`src/rtl/receiver_block_packetizer.sv`:
```
// ----------------------------------------------------------------------------
// receiver_block_packetizer
//
// Reads decoded blocks out of the single-receiver manager's block RAM and
// packs them into a checksummed byte frame on a valid/ready byte stream:
//
//   HEADER_BYTE, N, N x {7'b0,word[16]}, word[15:8], word[7:0],
//                        ts[23:16], ts[15:8], ts[7:0], CHECKSUM
//
// The checksum is the XOR of the count byte and every block byte (the header
// byte is excluded). A block whose read never completes within TIMEOUT cycles
// is replaced by an all-zero block and flags the sticky timeout_err.
//
// Ports:
//   clk_96MHz           in   system clock
//   reset               in   synchronous, active-high reset
//   avl_blocks_nb[7:0]  in   number of blocks currently stored in RAM
//   block_wanted[40:0]  in   RAM read data: [40:24] decoded word, [23:0] timestamp
//   data_ready          in   block_wanted valid for block_wanted_number
//   block_wanted_number out  RAM read index
//   byte_out[7:0]       out  stream byte
//   byte_valid          out  byte_out valid
//   byte_ready          in   sink accepts when byte_valid && byte_ready
//   frame_busy          out  high from frame start until the last byte is taken
//   timeout_err         out  sticky block-timeout flag, cleared by reset only
// ----------------------------------------------------------------------------
module receiver_block_packetizer #(
    parameter int          MIN_BLOCKS  = 1,
    parameter int          MAX_BLOCKS  = 16,
    parameter int          TIMEOUT     = 1024,
    parameter logic [7:0]  HEADER_BYTE = 8'hA5
) (
    input  logic        clk_96MHz,
    input  logic        reset,
    input  logic [7:0]  avl_blocks_nb,
    input  logic [40:0] block_wanted,
    input  logic        data_ready,
    output logic [7:0]  block_wanted_number,
    output logic [7:0]  byte_out,
    output logic        byte_valid,
    input  logic        byte_ready,
    output logic        frame_busy,
    output logic        timeout_err
);

    localparam int               TW       = (TIMEOUT > 1) ? $clog2(TIMEOUT) : 1;
    localparam logic [TW-1:0]    TMO_LAST = TW'(TIMEOUT - 1);
    localparam logic [7:0]       MIN_B    = 8'(MIN_BLOCKS);
    localparam logic [7:0]       MAX_B    = 8'(MAX_BLOCKS);

    typedef enum logic [2:0] {
        IDLE, HEADER, COUNT, REQ, WAIT, SEND, CHECKSUM, DONE
    } state_t;

    state_t        state_q;
    logic [7:0]    n_q;
    logic [7:0]    idx_q;
    logic [2:0]    bcnt_q;
    logic [TW-1:0] tmo_q;
    logic [7:0]    cs_q;
    logic [7:0]    byte_out_q;
    logic          byte_valid_q;
    logic          frame_busy_q;
    logic          timeout_err_q;
    logic [7:0]    bwn_q;
    logic [40:0]   hold_q;

    logic          accept;
    logic          wait_done;
    logic [40:0]   blk_in;

    // Byte k (0..5) of a block in transmit order; the 17-bit word is
    // left-padded to 24 bits so every byte lands on a byte boundary.
    function automatic logic [7:0] block_byte(input logic [40:0] blk, input logic [2:0] k);
        logic [47:0] padded;
        padded = {7'b0, blk};
        case (k)
            3'd0:    return padded[47:40];
            3'd1:    return padded[39:32];
            3'd2:    return padded[31:24];
            3'd3:    return padded[23:16];
            3'd4:    return padded[15:8];
            default: return padded[7:0];
        endcase
    endfunction

    assign accept    = byte_valid_q && byte_ready;
    assign wait_done = (state_q == WAIT) && (data_ready || (tmo_q == TMO_LAST));
    // A timed-out read substitutes an all-zero block.
    assign blk_in    = data_ready ? block_wanted : 41'd0;

    // Block holding register: pure data, loaded once per block.
    always_ff @(posedge clk_96MHz) begin
        if (wait_done) begin
            hold_q <= blk_in;
        end
    end

    always_ff @(posedge clk_96MHz) begin
        if (reset) begin
            state_q       <= IDLE;
            n_q           <= 8'd0;
            idx_q         <= 8'd0;
            bcnt_q        <= 3'd0;
            tmo_q         <= '0;
            cs_q          <= 8'd0;
            byte_out_q    <= 8'd0;
            byte_valid_q  <= 1'b0;
            frame_busy_q  <= 1'b0;
            timeout_err_q <= 1'b0;
            bwn_q         <= 8'd0;
        end else begin
            case (state_q)
                IDLE: begin
                    if (avl_blocks_nb >= MIN_B) begin
                        n_q          <= (avl_blocks_nb > MAX_B) ? MAX_B : avl_blocks_nb;
                        cs_q         <= 8'd0;
                        idx_q        <= 8'd0;
                        bwn_q        <= 8'd0;
                        frame_busy_q <= 1'b1;
                        byte_out_q   <= HEADER_BYTE;
                        byte_valid_q <= 1'b1;
                        state_q      <= HEADER;
                    end
                end
                HEADER: begin
                    if (accept) begin
                        byte_out_q <= n_q;
                        state_q    <= COUNT;
                    end
                end
                COUNT: begin
                    if (accept) begin
                        cs_q         <= cs_q ^ n_q;
                        byte_valid_q <= 1'b0;
                        state_q      <= REQ;
                    end
                end
                REQ: begin
                    // The read index was already updated on entry to REQ, so
                    // whatever data_ready shows in this cycle belongs to the
                    // previous index and is deliberately not sampled.
                    tmo_q   <= '0;
                    state_q <= WAIT;
                end
                WAIT: begin
                    if (wait_done) begin
                        if (!data_ready) begin
                            timeout_err_q <= 1'b1;
                        end
                        byte_out_q   <= block_byte(blk_in, 3'd0);
                        byte_valid_q <= 1'b1;
                        bcnt_q       <= 3'd0;
                        state_q      <= SEND;
                    end else begin
                        tmo_q <= tmo_q + TW'(1);
                    end
                end
                SEND: begin
                    if (accept) begin
                        cs_q <= cs_q ^ byte_out_q;
                        if (bcnt_q == 3'd5) begin
                            if (idx_q == n_q - 8'd1) begin
                                byte_out_q <= cs_q ^ byte_out_q;
                                state_q    <= CHECKSUM;
                            end else begin
                                idx_q        <= idx_q + 8'd1;
                                bwn_q        <= idx_q + 8'd1;
                                byte_valid_q <= 1'b0;
                                state_q      <= REQ;
                            end
                        end else begin
                            bcnt_q     <= bcnt_q + 3'd1;
                            byte_out_q <= block_byte(hold_q, bcnt_q + 3'd1);
                        end
                    end
                end
                CHECKSUM: begin
                    if (accept) begin
                        byte_valid_q <= 1'b0;
                        frame_busy_q <= 1'b0;
                        bwn_q        <= 8'd0;
                        state_q      <= DONE;
                    end
                end
                DONE: begin
                    state_q <= IDLE;
                end
                default: begin
                    state_q <= IDLE;
                end
            endcase
        end
    end

    assign block_wanted_number = bwn_q;
    assign byte_out            = byte_out_q;
    assign byte_valid          = byte_valid_q;
    assign frame_busy          = frame_busy_q;
    assign timeout_err         = timeout_err_q;

endmodule
```
`config.mk`:
```
export PLATFORM = sky130hd
export DESIGN_NAME = receiver_block_packetizer
export DESIGN_NICKNAME = d
export VERILOG_FILES = /design/src/rtl/receiver_block_packetizer.sv
export SDC_FILE = /design/constraint.sdc
export NUM_CORES = 1
export LEC_CHECK = 0
export BUFFER_PORTS_ARGS = -buffer_cell sky130_fd_sc_hd__buf_2
export CAP_MARGIN = 20
export CORE_MARGIN = 2
export CORE_UTILIZATION = 40
export DETAILED_ROUTE_END_ITERATION = 10
export PLACE_DENSITY = 0.55
export SLEW_MARGIN = 25
export SYNTH_ARGS = -nofsm -noshare
export SYNTH_HDL_FRONTEND = slang
export SYNTH_SLANG_ARGS = --single-unit
export TNS_END_PERCENT = 30
```
`constraint.sdc`:
```
create_clock -name clk_96MHz -period 3.7 [get_ports clk_96MHz]
set_clock_uncertainty 0.05 [all_clocks]
set_input_delay 0.185 -clock clk_96MHz [delete_from_list [all_inputs] [get_ports clk_96MHz]]
set_output_delay 0.185 -clock clk_96MHz [all_outputs]
set_load 0.02 [all_outputs]
```
# After elaboration in Yosys (flattened, before gate mapping)
# Index checks and enable logic that the tools add are counted.
# totals
register_bits,100
elab_cells,116
input_bits,53
out_inout_bits,19
# classes
n_addsub,4
order_cmp,2
bitwise_logic,3
n_mux,43
n_eq_ne,26
n_reduce_logical,25
# ops
op,count
$mux W8,14
$pmux W8 S3,2
$mux W41,1
$pmux W8 S5,1
$mux W3,11
$pmux W8 S4,1
$pmux W3 S8,1
$ne A2 B2 Y1 const B,10
$pmux W10 S2,1
$eq A3 B3 Y1 const B,6
$pmux W8 S2,1
$xor A8 B8 Y8,2
$reduce_and A7 Y1,2
$eq A3 B2 Y1 const B,4
$reduce_and A6 Y1,2
$add A10 B1 Y10 const B,1
$eq A10 B10 Y1 const B,1
$mux W10,1
$add A8 B1 Y8 const B,1
$eq A8 B8 Y1,1
$ge A8 B1 Y1 const B,1
$gt A8 B5 Y1 const B,1
$reduce_and A4 Y1,2
$reduce_bool A2 Y1,4
other kinds (19),31

# Longest topological paths before layout
# depth
word_depth,6
depth_mapped,10
ltp_nobuf,8

# Worst setup path before layout
# OpenSTA, ideal clock, no wires.
# synth_timing
kind,reg-to-reg
start,reg tmo_q[0]
end,"reg hold_q[0], enable pin"
setup_ns,0.440
setup_slack_ns,0.577
arrival_ns,2.633
n_path_buf,0
path_stages_with_launch,5
required_ns,3.210
synth_period_minus_slack_ns,3.123
cell_sequence,dfxtp_1 > ha_1 > and3_1 > a41oi_1 > nor2_1
# synth_between
elab_chain_len,3
# synth_rtl
item,line,text
from (decl),59,logic [TW-1:0] tmo_q;
from (signal assigned),156,tmo_q <= tmo_q + TW'(1);
$eq A10 B10 Y1,88,assign wait_done = (state_q == WAIT) && (data_ready || (tmo_q == TMO_LAST));
$logic_or A1 B1 Y1,88,
$logic_and A1 B1 Y1,88,
via wait_done,69,logic wait_done;
to (signal assigned),95,hold_q <= blk_in;
to (decl),66,logic [40:0] hold_q;
# The timed path passes the listed nets, and every way through them passes these cells.
# A chain may end at the register's enable or synchronous reset.

# Worst setup path in the final report
# layout_timing
start,reg state_q[1]
end,reg idx_q[2]
# layout_between
elab_chain_len,3
word_cells_on_any_way,9
cone_classes,eq/ne: 5; mux: 1; reduce/logical: 3
# layout_rtl
item,line,text
from (decl),55,state_t state_q;
from (signal assigned),101,state_q <= IDLE;
from (signal assigned),123,state_q <= HEADER;
from (signal assigned),129,state_q <= COUNT;
$eq A3 B3 Y1 / $logic_not A3 Y1 (equally long branches),113,case (state_q)
$ne A2 B2 Y1 (no line) / $reduce_bool A2 Y1 (equally long branches),--,
$reduce_and A5 Y1 (no line),--,
to (signal assigned),167,idx_q <= idx_q + 8'd1;
to (decl),57,logic [7:0] idx_q;
# Parallel ways exist; a longest one is shown, timed or not.

==> summary by stage <==
Run status
The run finished with clean final reports.

Floorplanning
The area of the core is about 13000 sq um. The initial cell density of the core is about two fifths. In this run the core area contains 42 standard-cell rows. The height of the die is between 100 and 150 microns. The die outline area is ~15000 sq um. The x dimension of the die is 121 microns. The I/O pin count is between 70 and 80.

Logic synthesis
sky130_fd_sc_hd__dfxtp_1 is the most common cell in the netlist. The sequential-to-total area share from yosys stat is between 40% and 50%. The count of unique library cells instantiated by Yosys is approximately 80. The synthesized design contains 100 register bits. The number of nets in the synthesized netlist is ~640. The fraction of registers with async set/reset is 0%. Dividing the synthesized area by the synthesized cell count gives 9.41 sq um. The commonest cells after synthesis are 59 x sky130_fd_sc_hd__dfxtp_1, 45 x sky130_fd_sc_hd__and2_1, 42 x sky130_fd_sc_hd__a21oi_1, 41 x sky130_fd_sc_hd__edfxtp_1, 36 x sky130_fd_sc_hd__nor2_1. The number of flops mapped to enable cells by yosys is between 40 and 50. The main flop type after synthesis is sky130_fd_sc_hd__dfxtp_1.

The synthesized instance count is 577. The top cell type by total area after synthesis is sky130_fd_sc_hd__edfxtp_1. The top cell type's share of synthesized area is 22.7%. The Yosys step of the flow raised 0 warnings. By area the synthesized netlist is led by sky130_fd_sc_hd__edfxtp_1 23%, sky130_fd_sc_hd__dfxtp_1 22%, sky130_fd_sc_hd__and2_1 5.2%. The post-synth design cell area is between 5000 and 6000 sq um.

Pwr
Across the VDD grid, the largest voltage drop is roughly 0.33 mV. For this design the static power due to leakage is about 2.3 nW. Of the total power, the clock network draws 42.0%. The internal power of the cells totals approximately 1.8 mW. The cell area power density is between 300 and 400 nW/um^2.

Combinational logic is responsible for a little under 9% of the overall power. The net switching share of the total power is approximately 24%. The net switching power is ~0.6 mW. The relative contribution of sequential cells to total power is between 40% and 50%.

Layout
The fraction of final layout cells with drive strength greater than 1 is around 19%. The area overhead of the layout relative to synthesis is 14.0%. After filler insertion, the fill cell instance count of the layout stands at ~1300. 0 antenna diodes ended up in the layout. The final net count is 688.

Timing
The time the worst path needs with I/O delays and setup is around 2.8 ns. The count of endpoints failing hold in the final timing report came to 0. Headroom to the max-slew limit came out at between 30% and 40%. Static timing analysis puts the maximum clock frequency at between 300 and 400 MHz.

Setup repair after global routing left no endpoint under its margin. The total negative slack is 0 ns. The post-route clock period utilization is 76.5%.

The smallest hold slack is between 0.04 and 0.05 ns. Setup violations remaining at the end of the flow were counted as 0. The slew at the pin closest to its max-slew limit is about 0.90 ns. The number of pins with negative max-slew slack in the final report is 0.

Worst setup path
STA classifies the critical path startpoint as a flip-flop. Setup slack on the worst reg-to-reg path comes out at a little under 0.9 ns. The critical path crosses 6 cells after its start point. STA classifies the critical path endpoint as a flip-flop. The largest fanout on the critical path is 22.

The required time of the worst setup path is a little under 4 ns. The critical path goes through and3b_1 -> nand2_1 -> o21ai_0 -> nor2_1 -> a311oi_4 -> a211o_2. The critical path start-end classification is reg -> reg.

The startpoint of the worst setup timing path is state_q[1]$_SDFFE_PP0P_. The kind of cell adding the most delay to the critical path is simple AND/OR/NAND/NOR gates. The critical path data arrival time is between 3 and 4 ns. The worst register-to-register path ends at idx_q[2]$_SDFFE_PP0P_. The worst register-to-register path has a depth of 6.

The combined buffer and inverter count along the critical path is 0. The critical path ends at idx_q[2]$_SDFFE_PP0P_. In this run the critical register-to-register path is launched from state_q[1]$_SDFFE_PP0P_. Among all stages on the critical path, the largest delay is contributed by sky130_fd_sc_hd__dfxtp_1. In this design, the stage delay of the slowest critical-path cell is 0.74 ns.

Clocking
The buffer depth of the longest clock path is 2. The clock edge transition at the registers on the reported setup and hold paths is 0.07 ns. The clock buffer count from CTS is 9. The CTS tree is yes. The post-CTS repair timing setup buffer count is 0. The source-to-sink clock delay at the later pin of the worst-skew pair is about 0.36 ns.

The count of clock tree sinks is 100. Post-CTS repair changed the size of 0 cells. The quantity of hold-fixing buffers added after cts is 0. The cell at the root of the clock tree is sky130_fd_sc_hd__clkbuf_16. The maximum level of the CTS H-tree is 3.

Placed design
The total half-perimeter wirelength after legalization and detailed placement is approximately 10000 microns. The global placement routability congestion is around 0.91. The count of port buffers added during placement is 71.

Routing
The number of design rule violations left after detail routing is 0. The routed wire length is 14200 microns. The detail route stage leaves a number of antenna-violating nets equal to 0. The number of DRC violations after detailed-routing iteration 0 is around 430. The iteration count of the initial detailed-routing pass is 5. The average routed wire per standard cell is about 18 microns. The number of vias after detailed routing is 4615. The via count normalized by instance count is roughly 5.7.

Min path
In this run the worst hold path is classified as in -> reg.

Global routing
The global-route wire length before repair is 23300 microns. The met2 layer usage reported by global route is 31.0%. The number of antenna violations at the first check in global routing is 0. The total overflow left after global routing is 0. The met1 track demand over resource in global routing is a little under 30%.

Entering global routing, the biggest net connects 45 pins. The number of global-route vias before repair is about 4500. The peak-usage layer in the global routing report is met2. Global routing used between 20% and 30% of the available tracks.

Global routing consumed, on the met3 layer, under 10% of the routing resources.

Run
The tool flagged a number of max-cap violations equal to 0.
[cell type report]
class,count,area (sq um),share of cell area [%]
sequential,100,2410,39.0
inverter,12,45.0,0.728
multi-input combinational,427,2790,45.2
clock buffer,9,225,3.64
clock inverter,7,90.1,1.46
timing repair buffer,77,400,6.47
tap,176,220,3.56
[layout by cell type (no fill, tap or decap), drive strengths merged, types with 6 or more instances in the layout]
cell / Yosys / routed
a211oi: 7 / 7
a21oi: 42 / 42
a221oi: 8 / 8
a22oi: 12 / 12
a31oi: 6 / 6
and2: 46 / 46
and3: 7 / 7
buf: 4 / 77
clkbuf: 34 / 9
dfxtp: 59 / 59
edfxtp: 41 / 41
ha: 8 / 8
inv: 11 / 12
nand2: 35 / 35
nand2b: 7 / 7
nand3: 17 / 17
nand4: 6 / 6
nor2: 36 / 36
nor2b: 8 / 8
nor3: 14 / 14
o211ai: 8 / 8
o21ai: 36 / 36
o22ai: 10 / 10
or3: 10 / 10
xnor2: 15 / 15
xor2: 14 / 14
[metrics by stage]
step / instance area, sq um / cells / utilization, % / power [mW] / setup WS (ns)
after global placement: 5870 / 792 / 44.3 / 1.43 / 0.932
after floorplan: 5430 / 577 / - / 1.34 / 0.577
final: 6190 / 808 / 46.7 / 2.42 / 0.870
after global routing: 6190 / 808 / 46.7 / 2.50 / 0.682
after CTS: 6190 / 808 / 46.7 / 2.44 / 0.904
after detailed placement: 5870 / 792 / 44.3 / 1.43 / 0.875
[cells by family after synthesis]
logic type	synth area share (%)
buffers and inverters	4.24
and+or+nand+nor	21.0
adders and majority gates	1.84
xor gates and xnor gates	4.68
muxes	1.20
DFF	44.4
AOI/OAI and AO/OA	22.6
[tightest hold or removal path: stages]
cell and delay, ns:
sky130_fd_sc_hd__buf_2 0.10, sky130_fd_sc_hd__nand3_1 0.06, sky130_fd_sc_hd__a21oi_1 0.06
[power groups by stage]
stage / Sequential (mW) / Clock [mW] / Combinational (mW)
global route: 1.19 / 1.07 / 0.235
floorplan: 1.21 / 0 / 0.134
detailed placement: 1.22 / 0 / 0.211
CTS: 1.19 / 1.04 / 0.212
finish: 1.19 / 1.02 / 0.212
global placement: 1.22 / 0 / 0.210
[registers in the layout (all words and copies together), names as in the netlist]
name	cells
idx_q	8
bcnt_q	3
cs_q	8
state_q	3
n_q	8
tmo_q	10
timeout_err	1
block_wanted_number	8
byte_out	8
byte_valid	1
hold_q	41
frame_busy	1
[worst min path at each step]
stage | startpoint | end | slack, ns | cells after the start
3_3_place_gp | block_wanted_number[7]$_SDFFE_PP0P_ | block_wanted_number[7]$_SDFFE_PP0P_ | 0.40 | 2
2_1_floorplan | avl_blocks_nb[0] | n_q[0]$_SDFFE_PP0P_ | 0.29 | 2
3_5_place_dp | timeout_err$_SDFFE_PP0P_ | timeout_err$_SDFFE_PP0P_ | 0.41 | 2
6_report | avl_blocks_nb[2] | n_q[2]$_SDFFE_PP0P_ | 0.05 | 3
4_1_cts | avl_blocks_nb[2] | n_q[2]$_SDFFE_PP0P_ | 0.04 | 3
5_1_grt | block_wanted[1] | hold_q[1]$_SDFFCE_PN0P_ | 0.05 | 2
[routing by layer]
layer  vias to the layer above  part of all wire [%]
met5                         -                     0
met4                         0                   1.1
met3                        13                   6.2
met2                       136                    44
met1                      2209                    48
li1                       2257                     -
Note: power is estimated with default switching activity, not from simulation.
